==> config.mk <==
export PLATFORM = sky130hd
export DESIGN_NAME = pc_sequencer
export DESIGN_NICKNAME = d
export VERILOG_FILES = /design/src/rtl/pc_sequencer_pkg.sv /design/src/rtl/pc_next_calc.sv /design/src/rtl/pc_sequencer.sv
export SDC_FILE = /design/constraint.sdc
export NUM_CORES = 1
export LEC_CHECK = 0
export ABC_AREA = 1
export BUFFER_PORTS_ARGS = -buffer_cell sky130_fd_sc_hd__buf_2
export CORE_ASPECT_RATIO = 1.1
export CORE_MARGIN = 2
export CORE_UTILIZATION = 45
export CTS_CLUSTER_DIAMETER = 200
export CTS_CLUSTER_SIZE = 30
export DETAILED_ROUTE_END_ITERATION = 10
export PLACE_DENSITY_LB_ADDON = 0.1
export SLEW_MARGIN = 10
export SYNTH_ARGS = -nofsm -noshare
export SYNTH_HDL_FRONTEND = slang
export SYNTH_SLANG_ARGS = --single-unit
==> constraint.sdc <==
create_clock -name clk -period 1.7 [get_ports clk]
set_input_delay 0.255 -clock clk [delete_from_list [all_inputs] [get_ports clk]]
set_output_delay 0.255 -clock clk [all_outputs]
set_load 0.005 [all_outputs]
==> src/rtl/pc_sequencer_pkg.sv <==
// Shared definitions for the fetch-side PC sequencer: FSM encoding, default
// vectors, the PC increment and the branch funct3 codes.
package pc_sequencer_pkg;

  // FSM state encoding (2-bit)
  localparam logic [1:0] ST_FETCH = 2'd0;
  localparam logic [1:0] ST_WAIT  = 2'd1;
  localparam logic [1:0] ST_HOLD  = 2'd2;
  localparam logic [1:0] ST_TRAP  = 2'd3;

  // Default reset and trap vectors
  localparam logic [31:0] DEFAULT_RESET_PC = 32'h0000_0000;
  localparam logic [31:0] DEFAULT_TRAP_VEC = 32'h0000_0100;

  // Sequential PC step: one 32-bit instruction
  localparam logic [31:0] INSTR_BYTES = 32'd4;

  // Branch funct3 codes used by the branch-decision unit
  localparam logic [2:0] FUNCT3_BEQ  = 3'b000;
  localparam logic [2:0] FUNCT3_BNE  = 3'b001;
  localparam logic [2:0] FUNCT3_BLT  = 3'b100;
  localparam logic [2:0] FUNCT3_BGE  = 3'b101;
  localparam logic [2:0] FUNCT3_BLTU = 3'b110;
  localparam logic [2:0] FUNCT3_BGEU = 3'b111;

  // Branch condition evaluation shared with the branch-decision unit
  function automatic logic branch_taken(input logic [2:0]  funct3,
                                        input logic [31:0] rs1,
                                        input logic [31:0] rs2);
    case (funct3)
      FUNCT3_BEQ:  return rs1 == rs2;
      FUNCT3_BNE:  return rs1 != rs2;
      FUNCT3_BLT:  return $signed(rs1) <  $signed(rs2);
      FUNCT3_BGE:  return $signed(rs1) >= $signed(rs2);
      FUNCT3_BLTU: return rs1 <  rs2;
      FUNCT3_BGEU: return rs1 >= rs2;
      default:     return 1'b0;
    endcase
  endfunction

endpackage

==> src/rtl/pc_next_calc.sv <==
// Next-PC selection at retire: redirect target or sequential PC, plus the
// misalignment flag for the selected value.
module pc_next_calc
  import pc_sequencer_pkg::*;
(
  input  logic [31:0] pc,
  input  logic        redirect_valid,
  input  logic [31:0] redirect_target,
  output logic [31:0] next_pc,
  output logic        misaligned
);

  // 32-bit add wraps naturally, so 0xFFFF_FFFC steps to 0
  assign next_pc    = redirect_valid ? redirect_target : pc + INSTR_BYTES;
  assign misaligned = next_pc[1:0] != 2'b00;

endmodule

==> src/rtl/pc_sequencer.sv <==
// Fetch-side controller for the unpipelined core: owns the PC, runs one
// instruction at a time through the imem handshake, hands it to execute,
// applies redirects at retire and traps on a misaligned next-PC.
module pc_sequencer
  import pc_sequencer_pkg::*;
#(
  parameter logic [31:0] RESET_PC = DEFAULT_RESET_PC,
  parameter logic [31:0] TRAP_VEC = DEFAULT_TRAP_VEC
) (
  input  logic        clk,
  input  logic        rst_n,
  input  logic        stall,
  output logic        imem_req,
  output logic [31:0] imem_addr,
  input  logic        imem_gnt,
  input  logic        imem_rvalid,
  input  logic [31:0] imem_rdata,
  output logic        instr_valid,
  output logic [31:0] instr,
  output logic [31:0] instr_pc,
  input  logic        instr_ready,
  input  logic        redirect_valid,
  input  logic [31:0] redirect_target,
  output logic        trap_valid,
  output logic [31:0] trap_pc,
  input  logic        trap_ack,
  output logic [31:0] retire_count
);

  logic [1:0]  state;
  logic [1:0]  state_next;
  logic [31:0] pc;
  logic [31:0] next_pc;
  logic        next_misaligned;
  logic        fetch_fire;
  logic        capture;
  logic        retire;
  logic        trap_done;

  pc_next_calc u_pc_next_calc (
    .pc              (pc),
    .redirect_valid  (redirect_valid),
    .redirect_target (redirect_target),
    .next_pc         (next_pc),
    .misaligned      (next_misaligned)
  );

  // The request is gated by rst_n so it stays low while reset is held, even
  // though the state register already reads FETCH.
  assign imem_req   = rst_n && (state == ST_FETCH) && !stall;
  assign imem_addr  = pc;

  // Per-state events; gnt/rvalid/ack outside their state are ignored.
  assign fetch_fire = imem_req && imem_gnt;
  assign capture    = (state == ST_WAIT) && imem_rvalid;
  assign retire     = (state == ST_HOLD) && instr_ready;
  assign trap_done  = (state == ST_TRAP) && trap_ack;

  // Next-state decode
  always_comb begin
    // NOTE: default first so every path assigns state_next and no latch forms.
    state_next = state;
    case (state)
      ST_FETCH: if (fetch_fire) state_next = ST_WAIT;
      ST_WAIT:  if (capture)    state_next = ST_HOLD;
      ST_HOLD:  if (retire)     state_next = next_misaligned ? ST_TRAP : ST_FETCH;
      ST_TRAP:  if (trap_done)  state_next = ST_FETCH;
      default:                  state_next = ST_FETCH;
    endcase
  end

  // State register
  always_ff @(posedge clk or negedge rst_n) begin
    // NOTE: non-blocking assignments in clocked blocks keep every register
    // sampling pre-edge values regardless of block ordering.
    if (!rst_n) state <= ST_FETCH;
    else        state <= state_next;
  end

  // PC: advances on an aligned retire, jumps to the trap vector on ack
  always_ff @(posedge clk or negedge rst_n) begin
    if (!rst_n)                          pc <= RESET_PC;
    else if (retire && !next_misaligned) pc <= next_pc;
    else if (trap_done)                  pc <= TRAP_VEC;
  end

  // Instruction capture for execute; held stable until retire
  always_ff @(posedge clk or negedge rst_n) begin
    if (!rst_n) begin
      instr    <= '0;
      instr_pc <= '0;
    end else if (capture) begin
      instr    <= imem_rdata;
      instr_pc <= pc;
    end
  end

  // instr_valid: set the cycle after rvalid, cleared after retire
  always_ff @(posedge clk or negedge rst_n) begin
    if (!rst_n)       instr_valid <= 1'b0;
    else if (capture) instr_valid <= 1'b1;
    else if (retire)  instr_valid <= 1'b0;
  end

  // Trap flag and offending next-PC
  always_ff @(posedge clk or negedge rst_n) begin
    if (!rst_n) begin
      trap_valid <= 1'b0;
      trap_pc    <= '0;
    end else if (retire && next_misaligned) begin
      trap_valid <= 1'b1;
      trap_pc    <= next_pc;
    end else if (trap_done) begin
      trap_valid <= 1'b0;
    end
  end

  // Retired-instruction counter, wraps modulo 2^32
  always_ff @(posedge clk or negedge rst_n) begin
    if (!rst_n)      retire_count <= '0;
    else if (retire) retire_count <= retire_count + 32'd1;
  end

endmodule
==> Word level (Yosys, flattened, before mapping) <==
Cells that the tools add are included.
{ "totals": {"register_bits": 164, "out_inout_bits": 163, "in_bits": 72, "word_cells": 46} }
{ "classes": {"add_sub_neg": 2, "eq_ne": 7, "mux": 13, "reduce_logical": 16} }
{ "op_table": {"columns": ["op", "n"], "rows": [
  ["$mux 32", 3],
  ["$add 32x1->32 const B", 1],
  ["$add 32x3->32 const B", 1],
  ["$mux 2", 5],
  ["$logic_and 1x1->1", 8],
  ["$ne 2x2->1 const B", 4],
  ["$pmux 2 s4", 1],
  ["$reduce_bool 2->1", 4],
  ["$eq 2x2->1 const B", 2],
  ["$mux 1", 4],
  ["$reduce_and 4->1", 1],
  ["$eq 2x1->1 const B", 1],
  ["$logic_not 1->1", 2],
  ["$logic_not 2->1", 1]
]} }

==> Depth between registers and ports, before layout <==
Gate-level depths: netlist of the first run.
{ "depth": {"depth_word": 6, "mapped_depth": 11, "mapped_depth_nobuf": 10} }

==> By module <==
Synthesis of the first run repeated with hierarchy kept, for this count alone.
{ "hier_totals": {"hier_cells": 945, "area_unflattened_um2": 8015.2} }
{ "by_module_without_submodules": {"columns": ["mod", "seq_area_each_um2", "cells_per_inst", "instances", "area_each_um2"], "rows": [
  ["pc_sequencer", 4103.9, 669, 1, 6706.4],
  ["pc_next_calc", 0.0, 276, 1, 1308.8]
]} }

==> Worst setup path before layout of the first run <==
Ideal clock, no wire load.
{ "synth_path": {"path_kind": "flip-flop to flip-flop", "startpoint": "reg retire_count[0]", "endpoint": "reg retire_count[22]", "arrival_ns": 1.452, "setup_slack_ns": 0.131, "n_path_buf": 0, "setup_time_ns": 0.117, "synth_period_minus_slack_ns": 1.569, "required_time_ns": 1.583, "path_stages_with_launch": 11, "path_cell_list": "dfrtp_1 ha_1 nand3_1 nor2_2 nand2_1 inv_2 nand3_2 nor2_2 nand2_1 nand2_1 nand2_1"} }
{ "synth_between": {"elab_chain_len": 1} }
{ "synth_rtl": {"columns": ["element", "line_no", "source"], "rows": [
  ["start: declaration", "pc_sequencer.sv:27", "output logic [31:0] retire_count"],
  ["start signal: assignment", "pc_sequencer.sv:121", "else if (retire) retire_count <= retire_count + 32'd1;"],
  ["$add 32x1->32", "pc_sequencer.sv:121", null]
]} }
Every way passes these cells.
A chain may end at the register's enable or synchronous reset.

==> Worst setup path after layout of the first run <==
{ "layout_path": {"startpoint": "reg state[0]", "endpoint": "out imem_req"} }
{ "layout_between": {"elab_chain_len": 3} }
{ "layout_rtl": {"columns": ["element", "line_no", "source"], "rows": [
  ["start: declaration", "pc_sequencer.sv:30", "logic [1:0] state;"],
  ["start signal: assignment", "pc_sequencer.sv:77", "else state <= state_next;"],
  ["$logic_not 2->1", "pc_sequencer.sv:50", "assign imem_req = rst_n && (state == ST_FETCH) && !stall;"],
  ["$logic_and 1x1->1 (2 in series)", "pc_sequencer.sv:50", null],
  ["end: declaration", "pc_sequencer.sv:13", "output logic imem_req,"]
]} }
Every way passes these cells.

==> results.py, run 1 <==
metrics = {
    "detailed_routing": {
        "vias": 7339,
        "postRouteAntennaNets": 0,
        "drt_iter0_markers": 414,
        "drc": 0,
        "first_pass_iters": 5,
        "via_per_inst": 5.003,
        "wl_um": 22780,
        "wire_per_inst_um": 15.52,
    },
    "die": {
        "rows": 50,
        "die_h_um": 142.9,
        "design.die.area_sq_um": 18620,
        "core_sq_um": 17080,
        "die_x_um": 130.3,
        "ios": 235,
        "start_util_pct": 46.23,
    },
    "cts": {
        "ctsLongestPathBuffers": 2,
        "cts_sinks": 164,
        "htreeDepth": 4,
        "clk_latency_ns": 0.42,
        "root_buffer": "clkbuf_16",
        "cts_tree": "yes",
        "cts_buffers": 17,
        "clk_pin_slew_ns": 0.06,
    },
    "finish": {
        "nets": 1294,
        "antenna_cells": 0,
        "design_area_sq_um": 10420,
        "stdcell_count": 1467,
        "area_growth_syn_to_layout_pct": 32.01,
        "fillers": 1577,
        "final_core_util_pct": 61.03,
        "layout_commonest_cell": "nand2_1",
        "layout_common_cells": "nand2_1, buf_2, dfrtp_1, nand3_1, inv_1",
        "drive_gt1_share_pct": 32.60,
    },
    "min_path": {
        "min_from": "imem_rdata[27]",
        "hold_class": "input pin to flip-flop",
    },
    "power": {
        "power.total_mw": 15.78,
        "swShare_pct": 32.78,
        "seqPwrFrac_pct": 40.1,
        "clock_power_share_pct": 28.2,
        "p_leak_nw": 5.298,
        "p_sw_mw": 5.174,
        "peakVddDrop_mv": 0.9248,
        "p_comb_share_pct": 31.7,
        "intPower_mw": 10.61,
        "powerDensity_nw_per_um2": 1514,
    },
    "global_route": {
        "antenna_found_initial": 0,
        "grt.total_usage_pct": 25.08,
        "grt_max_degree": 115,
        "grt_pass1_vias": 7013,
        "overflow": 0,
        "grt_pass1_wl_um": 35940,
    },
    "place": {
        "gp_congestion": 0.8821,
        "dpl.cell_count": 1428,
        "pre_cts_slack_ns": 0.00005973,
        "dpl_cell_area_sq_um": 9543,
        "io_buffers": 234,
        "dp_hpwl_um": 16710,
    },
    "yosys": {
        "synth_top_cell_by_area": "dfrtp_1",
        "yosysTopAreaCellShare_pct": 51.98,
        "ys.warnings.count": 0,
        "netlist_top_cells_area": "dfrtp_1, nand2_1, nand3_1",
        "seq_area_frac_synth_pct": 51.98,
        "ys_ff_latch": 164,
        "syn_area_sq_um": 7895,
        "synthArstFlopShare_pct": 100.0,
        "synth_area_per_cell_sq_um": 8.241,
        "synth_flop_cell": "dfrtp_1",
        "synthCells": 958,
        "synth.distinct_cells": 31,
        "synth_nets": 1032,
        "synth-edff-count": 0,
    },
    "critical_path": {
        "worstSetupStartpoint": "state[0]",
        "crit_path_end_kind": "primary output",
        "r2r_start": "imem_addr[19]",
        "path_class": "flip-flop to primary output",
        "worstPathArrival_ns": 1.38,
        "setup.worst_path.start_class": "flip-flop",
        "critical_path_required_ns": 1.44,
        "critPathMaxFanout": 6,
    },
    "timing": {
        "worst_hold_slack_ns": 0.05871,
        "relSlewSlack_pct": 58.30,
        "timing.final.ws_setup_ns": 0.06668,
        "max_freq_mhz": 612.2,
        "hold_violations": 0,
        "tightest_slew_ns": 0.6255,
        "rsz0062_at_grt": "yes",
        "layout_min_cycle_time_ns": 1.633,
        "worst_clock_skew_ns": 0.009244,
        "fin_tns_setup_ns": 0,
        "setup_violations": 0,
        "drv_slew": 0,
        "finalCritPeriodShare_pct": 96.08,
    },
    "run": {
        "drv_cap": 0,
    },
    "outcome": {
        "status": "completed",
    },
}
worst paths after layout:
path / end / slack (ns) / cells past startpoint
worst max-delay path: imem_req / 0.07 / 5
worst min-delay path: instr[27] / 0.06 / 2
max in group asynchronous: imem_addr[3] / 0.72 / 3
worst min register to register: instr_pc[17] / 0.48 / 2
min in group asynchronous: instr[25] / 0.47 / 3
worst max register to register: imem_addr[31] / 0.09 / 9
cell usage after synthesis (5+ instances only):
library cell / count
inv_2: 5
nand3b_1: 8
clkbuf_1: 10
inv_1: 67
nor3_1: 15
buf_2: 13
nor2_1: 78
nand3_1: 78
nand2_1: 344
nand4_1: 6
xor2_1: 18
mux2_2: 32
o21ai_1: 13
nand2_2: 6
o21ai_0: 49
or2_2: 13
o22ai_1: 7
xnor2_1: 5
dfrtp_1: 164
power by group through the flow:
| stage | Sequential [mW] | Clock, mW | Combinational (mW) |
|---|---|---|---|
| floorplan | 6.41 | 0 | 2.21 |
| global placement | 6.32 | 0 | 4.84 |
| detailed placement | 6.35 | 0 | 4.92 |
| CTS | 6.30 | 4.54 | 4.96 |
| global route | 6.52 | 4.69 | 5.63 |
| finish | 6.33 | 4.46 | 5.00 |
final cells by class:
type / instances / area, sq um / share of cell area, %
Sequential cell: 164 / 4111 / 39.45
Timing Repair Buffer: 271 / 1553 / 14.90
Clock buffer: 21 / 470.5 / 4.514
Clock inverter: 11 / 220.2 / 2.113
Inverter: 73 / 281.5 / 2.701
Tap cell: 234 / 292.8 / 2.809
Multi-Input combinational cell: 693 / 3493 / 33.52
critical path: stages, from the launching register on:
cell and delay, ns:
dfrtp_1 0.41, buf_6 0.15, nor2_4 0.08, nand2_1 0.07
nor2_2 0.13, buf_2 0.12
registers in the layout, summed over array words and instances, names as in the netlist:
register      cells
state             2
instr_pc         32
imem_addr        32
trap_pc          32
instr_valid       1
instr            32
retire_count     32
trap_valid        1
metal layers:
metal  track usage, %  up-vias  wire length, um
li1                 -     3594                -
met1            32.94     3429             9748
met2            40.31      265            10950
met3            4.871       51             1272
met4            11.09        0              799
met5                0        -                0
cell families after synthesis:
| kind of cell | share of synthesized area, % |
|---|---|
| adder cells (fa/ha/maj) | 0.3169 |
| AO/OA/AOI/OAI | 5.151 |
| multiplexers | 4.564 |
| flip-flops | 51.98 |
| buffers and inverters | 5.372 |
| AND/OR/NAND/NOR | 30.06 |
| XOR/XNOR | 2.551 |
repair_timing:
item / CTS / global route
endpoints found under the hold margin: 164 / 0
cloned: 0 / 0
hold buffers: 1 / 0
pin swaps: 0 / 3
setup endpoints to repair: 3 / 64
resized for setup: 1 / 42
setup buffers: 1 / 5
Power figures use the tool's default switching activity.
==> inputs of run 2 (changes only) <==
Clock period 1.7 ns to 1.8 ns, I/O delays scaled along.
==> run 2 against run 1 <==
Clock-buffer cell count unchanged. Final cell count decreased by 1.0%. Die area unchanged. Total power fell by 11%. Routed wire length down 2.8%. Critical path depth is 4 higher. Combinational power fell by 10%. Final area decreased by 3.1%. Critical endpoint is now trap_pc[29]. Highest routed layer unchanged.
==> results.py, run 2 (synthesis results as in run 1) <==
metrics = {
    "outcome": {
        "status": "completed",
    },
    "critical_path": {
        "critPathMaxFanout": 7,
        "r2r_start": "imem_addr[4]",
        "cpMostUsedCell": "nand2_1",
        "crit_path_top_delay_cell": "dfrtp_1",
        "path_class": "flip-flop to flip-flop",
        "worstPathArrival_ns": 2.01,
        "path_cells": "nand2_1 > nor2_1 > nand2_1 > nor2_2 > nand2_1 > nand2_1 > nand3_1 > nand3_1 > nand2_1",
        "ff2ff_path_depth": 9,
        "reg2reg_to": "trap_pc[29]",
        "cp_slowest_stage_delay_ns": 0.46,
        "setup.worst_path.start_class": "flip-flop",
        "critical_path_required_ns": 2.12,
        "crit_path_end_kind": "flip-flop",
        "r2r_slack_ns": 0.12,
    },
    "timing": {
        "hold_violations": 0,
        "tightest_slew_ns": 0.4984,
        "relSlewSlack_pct": 66.52,
        "finalCritPeriodShare_pct": 93.61,
        "setup_violations": 0,
        "drv_slew": 0,
        "worst_clock_skew_ns": 0.01182,
        "fin_tns_setup_ns": 0,
        "layout_min_cycle_time_ns": 1.685,
        "max_freq_mhz": 593.5,
        "rsz0062_at_grt": "yes",
    },
    "detailed_routing": {
        "wire_per_inst_um": 15.24,
        "drt_iter0_markers": 444,
        "vias": 7223,
        "via_per_inst": 4.975,
        "first_pass_iters": 5,
        "wl_um": 22130,
        "postRouteAntennaNets": 0,
        "drc": 0,
    },
    "global_route": {
        "grt_max_degree": 70,
        "antenna_found_initial": 0,
        "grt_pass1_vias": 6775,
        "grt.total_usage_pct": 24.25,
        "overflow": 0,
        "grt_pass1_wl_um": 34680,
    },
    "cts": {
        "htreeDepth": 4,
        "clk_pin_slew_ns": 0.06,
        "clk_latency_ns": 0.43,
        "ctsLongestPathBuffers": 2,
        "cts_buffers": 17,
        "root_buffer": "clkbuf_16",
        "cts_tree": "yes",
        "cts_sinks": 164,
    },
    "die": {
        "start_util_pct": 46.23,
        "core_sq_um": 17080,
        "rows": 50,
        "die_h_um": 142.9,
        "die_x_um": 130.3,
        "design.die.area_sq_um": 18620,
        "ios": 235,
    },
    "finish": {
        "antenna_cells": 0,
        "layout_common_cells": "nand2_1, buf_2, dfrtp_1, nand3_1, nor2_1",
        "nets": 1281,
        "area_growth_syn_to_layout_pct": 27.97,
        "stdcell_count": 1452,
        "final_core_util_pct": 59.16,
        "drive_gt1_share_pct": 30.30,
        "layout_commonest_cell": "nand2_1",
    },
    "run": {
        "drv_cap": 0,
    },
    "place": {
        "dpl.cell_count": 1421,
        "dp_hpwl_um": 16560,
        "gp_congestion": 0.9320,
        "io_buffers": 234,
    },
    "power": {
        "p_leak_nw": 5.139,
        "peakVddDrop_mv": 0.7244,
        "powerDensity_nw_per_um2": 1391,
        "power.total_mw": 14.06,
    },
    "min_path": {
        "holdPathStages": 2,
        "hold_class": "input pin to flip-flop",
        "min_to": "instr[14]",
        "min_from": "imem_rdata[14]",
    },
}
## run 2: cell count changes in the layout (fill, tap and decap cells not counted), sizes merged
cell / before / now
buf: 270 / 257
bufinv: 6 / 2
inv: 75 / 73
clkinvlp: 0 / 4
## run 2: critical path, delay by kind of cell (launching register included)
| kind | cells | cell delay [ns] |
|---|---|---|
| and+or+nand+nor | 9 | 1.12 |
| DFF | 1 | 0.46 |
## run 2: stage by stage
step | setup slack, ns | hold slack, ns | area (sq um)
after floorplan | 0.2312 | -0.02559 | 7895
after CTS | 0.06296 | 0.05676 | 10060
after detailed placement | 0.07757 | 0.3090 | 9478
final | 0.1150 | 0.07515 | 10100
after global placement | 0.1115 | 0.3101 | 9478
after global routing | -0.01751 | 0.05613 | 10100
## run 2: final cells by class
type                            count  area (sq um)
Multi-Input combinational cell    693          3417
Inverter                           73         276.5
Fill cell                        1597          6975
Clock buffer                       21         470.5
Sequential cell                   164          4106
Tap cell                          234         292.8
Timing Repair Buffer              258          1435
Clock inverter                      9         105.1
## run 2: where the power goes
part | switching [mW] | leakage [nW] | total (mW) | internal, mW
sequential | 0.943 | 2.10 | 5.98 | 5.04
combinational | 2.39 | 2.77 | 4.50 | 2.11
clock | 1.44 | 0.273 | 3.57 | 2.13
## run 2: worst max-delay path by stage
stage                    startpoint               end  cells after the start
finish                 imem_addr[4]       trap_pc[29]                      9
global route           imem_addr[2]       trap_pc[30]                     10
CTS                 retire_count[0]  retire_count[22]                     10
detailed placement  retire_count[0]  retire_count[22]                     10
global placement       imem_addr[4]       trap_pc[29]                      9
floorplan           retire_count[0]  retire_count[22]                     10
## run 2: repair_timing
item                                    in CTS  in global routing
hold buffers                                 1                  0
buffers inserted                             0                  0
endpoints found under the setup margin       0                 22
resized for setup                            0                 15
endpoints found under the hold margin       66                  0
## run 2: per-layer routing
layer  vias up  global-route usage, %  wire, um
met2       251                  39.35     10550
met1      3343                  31.29      9596
met5         -                      0         0
met3        54                  5.395      1234
met4         0                  10.19       754
li1       3575                      -         -
